`config.mk`:
```
export PLATFORM = sky130hd
export DESIGN_NAME = apb_timer_slave
export DESIGN_NICKNAME = d
export VERILOG_FILES = /design/src/rtl/bridge_pkg.sv /design/src/rtl/apb_timer_core.sv /design/src/rtl/apb_timer_slave.sv
export SDC_FILE = /design/constraint.sdc
export NUM_CORES = 1
export LEC_CHECK = 0
export ABC_AREA = 1
export BUFFER_PORTS_ARGS = -buffer_cell sky130_fd_sc_hd__buf_2
export CAP_MARGIN = 15
export CORE_MARGIN = 2
export CORE_UTILIZATION = 42
export DETAILED_ROUTE_END_ITERATION = 12
export PLACE_DENSITY = 0.58
export SYNTH_ARGS = -nofsm -noshare
export SYNTH_HDL_FRONTEND = slang
export SYNTH_SLANG_ARGS = --single-unit
```
`constraint.sdc`:
```
create_clock -name Hclk -period 4.3 [get_ports Hclk]
set_input_delay 0.43 -clock Hclk [delete_from_list [all_inputs] [get_ports Hclk]]
set_output_delay 0.43 -clock Hclk [all_outputs]
set_load 0.03 [all_outputs]
```
`src/rtl/bridge_pkg.sv`:
```
// Shared definitions for the APB timer slave: protocol states, register
// offsets and CTRL field positions.
package bridge_pkg;

  typedef enum logic [1:0] {
    APB_IDLE   = 2'd0,
    APB_SETUP  = 2'd1,
    APB_ACCESS = 2'd2
  } apb_state_e;

  // Byte offsets inside the slave window
  localparam logic [7:0] OFF_CTRL   = 8'h00;
  localparam logic [7:0] OFF_LOAD   = 8'h04;
  localparam logic [7:0] OFF_COUNT  = 8'h08;
  localparam logic [7:0] OFF_STATUS = 8'h0C;
  localparam logic [7:0] OFF_SCR0   = 8'h10;  // SCRATCH0..3 at 0x10..0x1C

  // CTRL field positions
  localparam int unsigned CTRL_EN       = 0;
  localparam int unsigned CTRL_IRQ_EN   = 1;
  localparam int unsigned CTRL_AUTO     = 2;
  localparam int unsigned CTRL_PRESC_LO = 8;
  localparam int unsigned PRESC_W       = 8;

endpackage

```
`src/rtl/apb_timer_core.sv`:
```
// Prescaled 32-bit down-counter: owns the prescale counter, COUNT and the
// expired flag, and asks the parent to drop CTRL.en on a one-shot expiry.
module apb_timer_core
  import bridge_pkg::*;
#(
  parameter logic [31:0] LOAD_RESET = 32'h0000_0000
) (
  input  logic               clk_i,
  input  logic               rst_i,
  input  logic               en_i,
  input  logic               auto_reload_i,
  input  logic [PRESC_W-1:0] presc_i,
  input  logic [31:0]        load_i,
  input  logic               load_we_i,
  input  logic [31:0]        load_wdata_i,
  input  logic               w1c_i,
  output logic [31:0]        count_o,
  output logic               expired_o,
  output logic               en_clr_o
);

  logic [PRESC_W-1:0] pcnt_q, pcnt_d;
  logic [31:0]        count_q, count_d;
  logic               expired_q, expired_d;
  logic               tick, expire;

  assign tick   = en_i && (pcnt_q == presc_i);
  assign expire = tick && (count_q == 32'd0);

  // Next-state: a LOAD write overrides any decrement/reload on the same edge,
  // and a fresh expiry overrides a software W1C of the flag.
  always_comb begin
    pcnt_d    = pcnt_q;
    count_d   = count_q;
    expired_d = expired_q;
    if (!en_i || tick) pcnt_d = '0;
    else               pcnt_d = pcnt_q + 1'b1;
    if (load_we_i)                    count_d = load_wdata_i;
    else if (tick && !expire)         count_d = count_q - 32'd1;
    else if (expire && auto_reload_i) count_d = load_i;
    if (expire)     expired_d = 1'b1;
    else if (w1c_i) expired_d = 1'b0;
  end

  // Timer state registers
  always_ff @(posedge clk_i) begin
    if (rst_i) begin
      pcnt_q    <= '0;
      count_q   <= LOAD_RESET;
      expired_q <= 1'b0;
    end else begin
      pcnt_q    <= pcnt_d;
      count_q   <= count_d;
      expired_q <= expired_d;
    end
  end

  assign count_o   = count_q;
  assign expired_o = expired_q;
  assign en_clr_o  = expire && !auto_reload_i;

endmodule

```
`src/rtl/apb_timer_slave.sv`:
```
// APB2 responder: setup/access tracking, register decode, CTRL/LOAD/SCRATCH
// bank and registered read data; the timer itself lives in apb_timer_core.
module apb_timer_slave
  import bridge_pkg::*;
#(
  parameter int unsigned SEL_IDX    = 0,
  parameter int unsigned ADDR_W     = 12,
  parameter logic [31:0] LOAD_RESET = 32'h0000_0000
) (
  input  logic        Hclk,
  input  logic        Hreset,
  input  logic [2:0]  Pselx,
  input  logic        Penable,
  input  logic        Pwrite,
  input  logic [31:0] Paddr,
  input  logic [31:0] Pwdata,
  output logic [31:0] Prdata,
  output logic        irq
);

  apb_state_e state_q, state_d;

  logic               sel, wr_en, rd_en;
  logic [ADDR_W-1:0]  off;
  logic               hit_ctrl, hit_load, hit_count, hit_status, hit_scr;
  logic [1:0]         scr_idx;

  logic               en_q, irq_en_q, auto_q;
  logic [PRESC_W-1:0] presc_q;
  logic [31:0]        load_q;
  logic [3:0][31:0]   scratch_q;
  logic [31:0]        prdata_q, rdata_mux;

  logic [31:0]        count;
  logic               expired, en_clr;

  // Upper address bits are decoded by the bridge; byte lanes are ignored.
  logic unused_addr;
  assign unused_addr = &{1'b0, Paddr[31:ADDR_W], Paddr[1:0]};

  assign sel = Pselx[SEL_IDX];
  assign off = {Paddr[ADDR_W-1:2], 2'b00};

  assign hit_ctrl   = (off == ADDR_W'(OFF_CTRL));
  assign hit_load   = (off == ADDR_W'(OFF_LOAD));
  assign hit_count  = (off == ADDR_W'(OFF_COUNT));
  assign hit_status = (off == ADDR_W'(OFF_STATUS));
  assign hit_scr    = ((off >> 4) == (ADDR_W'(OFF_SCR0) >> 4));
  assign scr_idx    = off[3:2];

  // Commit only from SETUP so a stray enable or a second access cycle never writes.
  assign wr_en = (state_q == APB_SETUP) && sel && Penable && Pwrite;
  assign rd_en = sel && !Penable && !Pwrite;

  // Protocol next-state
  always_comb begin
    state_d = APB_IDLE;
    case (state_q)
      APB_IDLE:   state_d = (sel && !Penable) ? APB_SETUP : APB_IDLE;
      APB_SETUP:  state_d = !sel ? APB_IDLE : (Penable ? APB_ACCESS : APB_SETUP);
      APB_ACCESS: state_d = (sel && !Penable) ? APB_SETUP : APB_IDLE;
      default:    state_d = APB_IDLE;
    endcase
  end

  // Protocol state register
  always_ff @(posedge Hclk) begin
    if (Hreset) state_q <= APB_IDLE;
    else        state_q <= state_d;
  end

  // CTRL: a software write wins over the core's one-shot en clear
  always_ff @(posedge Hclk) begin
    if (Hreset) begin
      en_q     <= 1'b0;
      irq_en_q <= 1'b0;
      auto_q   <= 1'b0;
      presc_q  <= '0;
    end else if (wr_en && hit_ctrl) begin
      en_q     <= Pwdata[CTRL_EN];
      irq_en_q <= Pwdata[CTRL_IRQ_EN];
      auto_q   <= Pwdata[CTRL_AUTO];
      presc_q  <= Pwdata[CTRL_PRESC_LO +: PRESC_W];
    end else if (en_clr) begin
      en_q     <= 1'b0;
    end
  end

  // LOAD and scratch registers
  always_ff @(posedge Hclk) begin
    if (Hreset) begin
      load_q    <= LOAD_RESET;
      scratch_q <= '0;
    end else begin
      if (wr_en && hit_load) load_q <= Pwdata;
      if (wr_en && hit_scr)  scratch_q[scr_idx] <= Pwdata;
    end
  end

  apb_timer_core #(.LOAD_RESET(LOAD_RESET)) u_core (
    .clk_i        (Hclk),
    .rst_i        (Hreset),
    .en_i         (en_q),
    .auto_reload_i(auto_q),
    .presc_i      (presc_q),
    .load_i       (load_q),
    .load_we_i    (wr_en && hit_load),
    .load_wdata_i (Pwdata),
    .w1c_i        (wr_en && hit_status && Pwdata[0]),
    .count_o      (count),
    .expired_o    (expired),
    .en_clr_o     (en_clr)
  );

  // Read mux; unmapped offsets return zero
  always_comb begin
    rdata_mux = 32'd0;
    if (hit_ctrl)
      rdata_mux = {16'd0, presc_q, 5'd0, auto_q, irq_en_q, en_q};
    else if (hit_load)   rdata_mux = load_q;
    else if (hit_count)  rdata_mux = count;
    else if (hit_status) rdata_mux = {31'd0, expired};
    else if (hit_scr)    rdata_mux = scratch_q[scr_idx];
  end

  // Read data captured in setup, held through the enable cycle
  always_ff @(posedge Hclk) begin
    if (Hreset)     prdata_q <= 32'd0;
    else if (rd_en) prdata_q <= rdata_mux;
  end

  assign Prdata = prdata_q;
  assign irq    = expired && irq_en_q;

endmodule

```
**Yosys cells after proc, flatten, opt, wreduce, memory -nomap -nowiden**

Index checks and enable logic that the tools add are counted.

- Output and inout bits: 33
- Logic and storage cells: 77
- Bits in registers: 246

- Equal/unequal tests: 7
- $lt $le $gt $ge: 2
- Add/subtract/negate cells: 2
- Mux-type cells: 21
- Reductions and logical operators: 31

Operators with widths:

| cell | number |
|---|---|
| 32-bit 2-to-1 mux | 10 |
| 128-bit bitwise mux | 1 |
| 32-bit binary-select mux with 2-bit select | 1 |
| 32-bit demux with 2-bit select | 1 |
| 32-bit zero test | 1 |
| 32-bit by 1-bit subtractor with 32-bit output, second input constant | 1 |
| 10-bit by 2-bit == test with 1-bit output, second input constant | 2 |
| 1-bit logical AND | 17 |
| 12-bit zero test | 1 |
| 10-bit by 1-bit == test with 1-bit output, second input constant | 1 |
| 8-bit by 1-bit adder with 8-bit output, second input constant | 1 |
| 8-bit by 1-bit == test with 1-bit output, second input constant | 1 |
| 8-bit == test | 1 |
| 1-bit zero test | 5 |
| 1-bit 2-to-1 mux | 5 |
| 2-bit 2-to-1 mux | 2 |
| 2-bit case mux with 2 select lines | 1 |
| 2-bit nonzero test | 2 |
| 2-bit OR reduction | 2 |
| 2-bit by 3-bit less-than comparator with 1-bit output, second input constant | 1 |
| 3-bit nonzero test | 1 |
| 2-bit by 1-bit == test with 1-bit output, second input constant | 1 |
| 2-bit == test, second input constant | 1 |
| 2-bit by 1-bit >= comparator with 1-bit output, second input constant | 1 |
| 2 further kinds | 2 |

**Depth between registers and ports, before layout**

- Depth after elaboration: 8
- Mapped depth: 14
- Mapped depth without buffers: 13

**Modules after synthesis**

Synthesis repeated with hierarchy kept, for this count alone.

- Cell total of the unflattened synthesis: 2065
- Area total of the unflattened synthesis: 13006.2 µm²

By module, submodules not included:

| module | area each (µm²) | cells each | instances |
|---|---|---|---|
| apb_timer_slave | 9391.5 | 1413 | 1 |
| apb_timer_core | 3614.7 | 652 | 1 |

**Worst setup path after synthesis**

OpenSTA, ideal clock, no wires.

- Kind: reg2reg
- Start: register u_core.count_q[0] (netlist: u_core.count_o[0])
- End: register u_core.count_q[20] (netlist: u_core.count_o[20])
- Buffers on the path: 2
- Clock period less this slack: 1817 ps
- Required time: 4185 ps
- Cell stages (with the launch flop): 14
- Data arrival time: 1703 ps
- Setup time: 115 ps
- Path slack: 2483 ps
- Cell sequence: dfxtp_1 inv_1 ha_1 nand2_1 nor2_2 nand2_1 nor2_4 nand2_2 nand3_4 nand3_2 buf_6 buf_6 o21ai_1 nor2_1

- Word-level cells in the longest chain between the ends: 6
- Elaborated cells between the ends (all ways): 9
- Those cells by class: add/sub (1); mux (2); reduce/logical (6)

Ends and longest elaborated chain:

| what | RTL line | source |
|---|---|---|
| from (decl) | apb_timer_core.sv:23 | `logic [31:0] count_q, count_d;` |
| from (signal assigned) | apb_timer_core.sv:53 | `count_q <= count_d;` |
| branches (longest 6 deep; another with 32-bit by 1-bit subtractor with 32-bit output) | -- |  |

Several ways; the timed one is not identified.
A chain may end at the register's enable or synchronous reset.

**Worst setup path in the final report**

- Start: register u_core.count_q[0] (netlist: u_core.count_o[0])
- End: register u_core.count_q[21] (netlist: u_core.count_o[21])

The elaborated chain is that of the path after synthesis.

==> impl_metrics.csv <==
group,metric,value,unit
pwr,power.density,367,nW/µm²
cells_and_area,syn_to_final_growth,13.0,%
synth,synth_top_area_frac,0.404,
status,status,"complete, no violations",
clock_network,hold_buffers,0,
floorplanning,core.rowCount,62,
worst_setup_path,critPathKind,"reg -> reg",
clock_network,clk_pin_slew_worst_paths,0.06,ns
synth,synth_nets,1881,
cells_and_area,fin_area,13800,µm²
worst_setup_path,reg2reg_to,"u_core.count_o[21]",
routing,post-route-drc-count,0,
cells_and_area,drive_gt1_frac,0.111,
grt,grt_antenna_before_repair,0,
clock_network,cts_setup_buffers,0,
pwr,comb_power_share,0.036,
pwr,p_leak,5.55,nW
grt,overflow,0,
cells_and_area,diodes,0,
clock_network,cts-root-buf,"clkbuf_16",
cells_and_area,final_util,0.482,
pwr,ir_drop,205,µV
floorplanning,die_x,174,µm
floorplanning,die_height,174,µm
cells_and_area,ff_latch_area,4920,µm²
grt,grt_max_degree,119,
placement,port_buffers,79,
worst_setup_path,rrSetupSlack,1.37,ns
clock_network,cts.repair.resized,0,
worst_setup_path,cp.arrival,3.37,ns
routing,wl,37.2,mm
worst_setup_path,cp_data_required_time,4.74,ns
grt,first_global_vias,10300,
worst_setup_path,end_kind,"flip-flop",
floorplanning,coreArea,28600,µm²
synth,synthFlopType,"dfxtp_1",
synth,ys_types,41,
cells_and_area,finalNonFillerCells,2246,
pwr,clkPwrFrac,0.513,
min_path,hold_class,"in -> reg",
cells_and_area,multi_input_area,5830,µm²
timing,holdWs,0.194,ns
clock_network,cts_buffers,28,
synth,syn_inst,1808,
synth,ys_seq_elements,246,
synth,yosysTopAreaCell,"dfxtp_1",
synth,synth_top_cells_by_count,"423 x nand2_1, 252 x inv_1, 246 x dfxtp_1",
worst_setup_path,crit_end,"u_core.count_o[21]",
clock_network,htreeDepth,1,
cells_and_area,fin_nets,1913,
worst_setup_path,worst-r2r-cell-count,14,
timing,rsz0062_at_grt,"false",
pwr,p_int,3.92,mW
placement,dp.cells,2194,
routing,wl_per_cell,16.6,µm
timing,worstMarginPinSlew,1.09,ns
placement,dpl_cell_area,12800,µm²
routing,drtIter0Drc,997,
worst_setup_path,reg2reg_from,"u_core.count_o[0]",
synth,synthArstFlopShare,0,
synth,syn_area_per_cell,6.75,µm²
worst_setup_path,cp_max_fo,27,
pwr,total_power,5.06,mW
timing,finalSetupViolCount,0,
synth,synth_area_leaders,"dfxtp_1 40%, nand2_1 13%, a21oi_1 8.6%",
floorplanning,io_pins,104,
grt,grt_use_total,0.242,
synth,yosysSeqAreaShare,0.404,
placement,dp_slack,1.44,ns
timing,skew,0.0238,ns
pwr,switching_power,1.14,mW
timing,final_hold_viol_count,0,
synth,synth_area,12200,µm²
timing,final_max_slew_viol_count,0,
clock_network,cts_buffer_depth,3,
pwr,sw_frac_of_total,0.226,
routing,vias,11400,
clock_network,cts_tree,"yes",
pwr,power_frac_seq,0.451,
placement,dp_hpwl,24.6,mm
run,drv_cap,0,
placement,gp_congestion,0.921,
worst_setup_path,critical_path.startpoint,"u_core.count_o[0]",
clock_network,clk_latency,0.56,ns
clock_network,clkSinkCount,246,
synth,synth_edf_count,0,
grt,grt_pass1_wl,58.5,mm
floorplanning,start_util,0.426,
timing,max_freq,342,MHz
timing,period_share,0.681,
routing,dr.pass1.iters,5,
synth,ys.warnings.count,0,
floorplanning,dieArea,30400,µm²
timing,setup_slack,1.37,ns
routing,drt.antenna.violating_nets,0,
cells_and_area,fill_cells,2963,
synth,post-synth-top-count-cell,"nand2_1",
timing,min_period,2.93,ns
timing,tns,0,ns
routing,viasPerCell,5.09,
timing,relSlewSlack,0.272,
worst_setup_path,start_kind,"flip-flop",
cells by family (layout without fill, tap and decap cells):
kind of cell / after synthesis / in the layout / share of synthesized area
DFF: 246 / 246 / 0.404
buffers and inverters: 365 / 419 / 0.119
AOI/OAI and AO/OA: 476 / 476 / 0.218
xor gates and xnor gates: 20 / 20 / 0.0144
adders and majority gates: 2 / 2 / 0.00205
and+or+nand+nor: 699 / 699 / 0.242
cells in the final DEF, fill, tap and decap left out, types with 6 or more instances in the layout:
| cell type | synthesis | layout |
|---|---|---|
| nand2_1 | 423 | 423 |
| o21ai_0 | 184 | 184 |
| o221ai_1 | 12 | 12 |
| nor2_4 | 12 | 12 |
| nor2_1 | 162 | 160 |
| nand3_1 | 67 | 67 |
| inv_2 | 17 | 17 |
| inv_1 | 252 | 251 |
| buf_4 | 5 | 18 |
| nand3_2 | 7 | 7 |
| o21a_1 | 10 | 10 |
| o21ai_1 | 8 | 8 |
| clkbuf_16 | 0 | 29 |
| a21oi_1 | 209 | 209 |
| o211ai_2 | 8 | 8 |
| buf_2 | 9 | 79 |
| xor2_1 | 17 | 17 |
| dfxtp_1 | 246 | 246 |
| o2111ai_1 | 32 | 32 |
| clkbuf_8 | 0 | 7 |
| nor2_2 | 4 | 6 |
flip-flops by register name, summed over array words and instances (netlist names):
signal	cells
en_q	1
u_core.expired_o	1
presc_q	8
scratch_q	128
state_q	2
load_q	32
u_core.pcnt_q	8
Prdata	32
u_core.count_o	32
irq_en_q	1
auto_q	1
how the worst min path moves through the flow:
stage | startpoint | slack [ns] | cells after the start | endpoint
after CTS | Pselx[0] | 0.18 | 3 | state_q[0]
final | Pselx[0] | 0.19 | 3 | state_q[0]
after detailed placement | scratch_q[41] | 0.44 | 2 | scratch_q[41]
after floorplan | scratch_q[19] | 0.42 | 2 | scratch_q[19]
after global routing | Pselx[0] | 0.20 | 3 | state_q[0]
after global placement | scratch_q[12] | 0.43 | 2 | scratch_q[12]
layout make-up:
class,count,share of cell area
Tap cell,384,0.0348
Clock buffer,41,0.0610
Multi-Input combinational cell,1197,0.423
Sequential cell,246,0.357
Timing Repair Buffer,97,0.0385
Clock inverter,11,0.0123
Inverter,270,0.0738
critical path, cell delays in order, from the launching register on:
cell and delay [ns]:
dfxtp_1 0.30, inv_1 0.14, ha_1 0.21, nand2_1 0.09, nor2_2 0.16, nand2_1 0.11, nor2_4 0.15, nand2_2 0.09
nand3_4 0.29, nand3_2 0.54, buf_4 0.42, nor2_1 0.12, nor2_1 0.05, nand2_1 0.08, inv_1 0.03
metal layers:
layer  up-vias  track usage  routed length [µm]
li1       5880            -                   -
met1      5252        0.359               18500
met2       250        0.372               16200
met3        43       0.0304                1850
met4         0       0.0546                 648
met5         -            0                   0
power groups by stage:
stage / Combinational, mW / Sequential (mW) / Clock [mW]
finish: 0.184 / 2.28 / 2.59
global route: 0.201 / 2.28 / 2.73
CTS: 0.184 / 2.28 / 2.63
detailed placement: 0.183 / 2.33 / 0
global placement: 0.182 / 2.33 / 0
floorplan: 0.0885 / 2.33 / 0
Note: power is estimated with default switching activity, not from simulation.
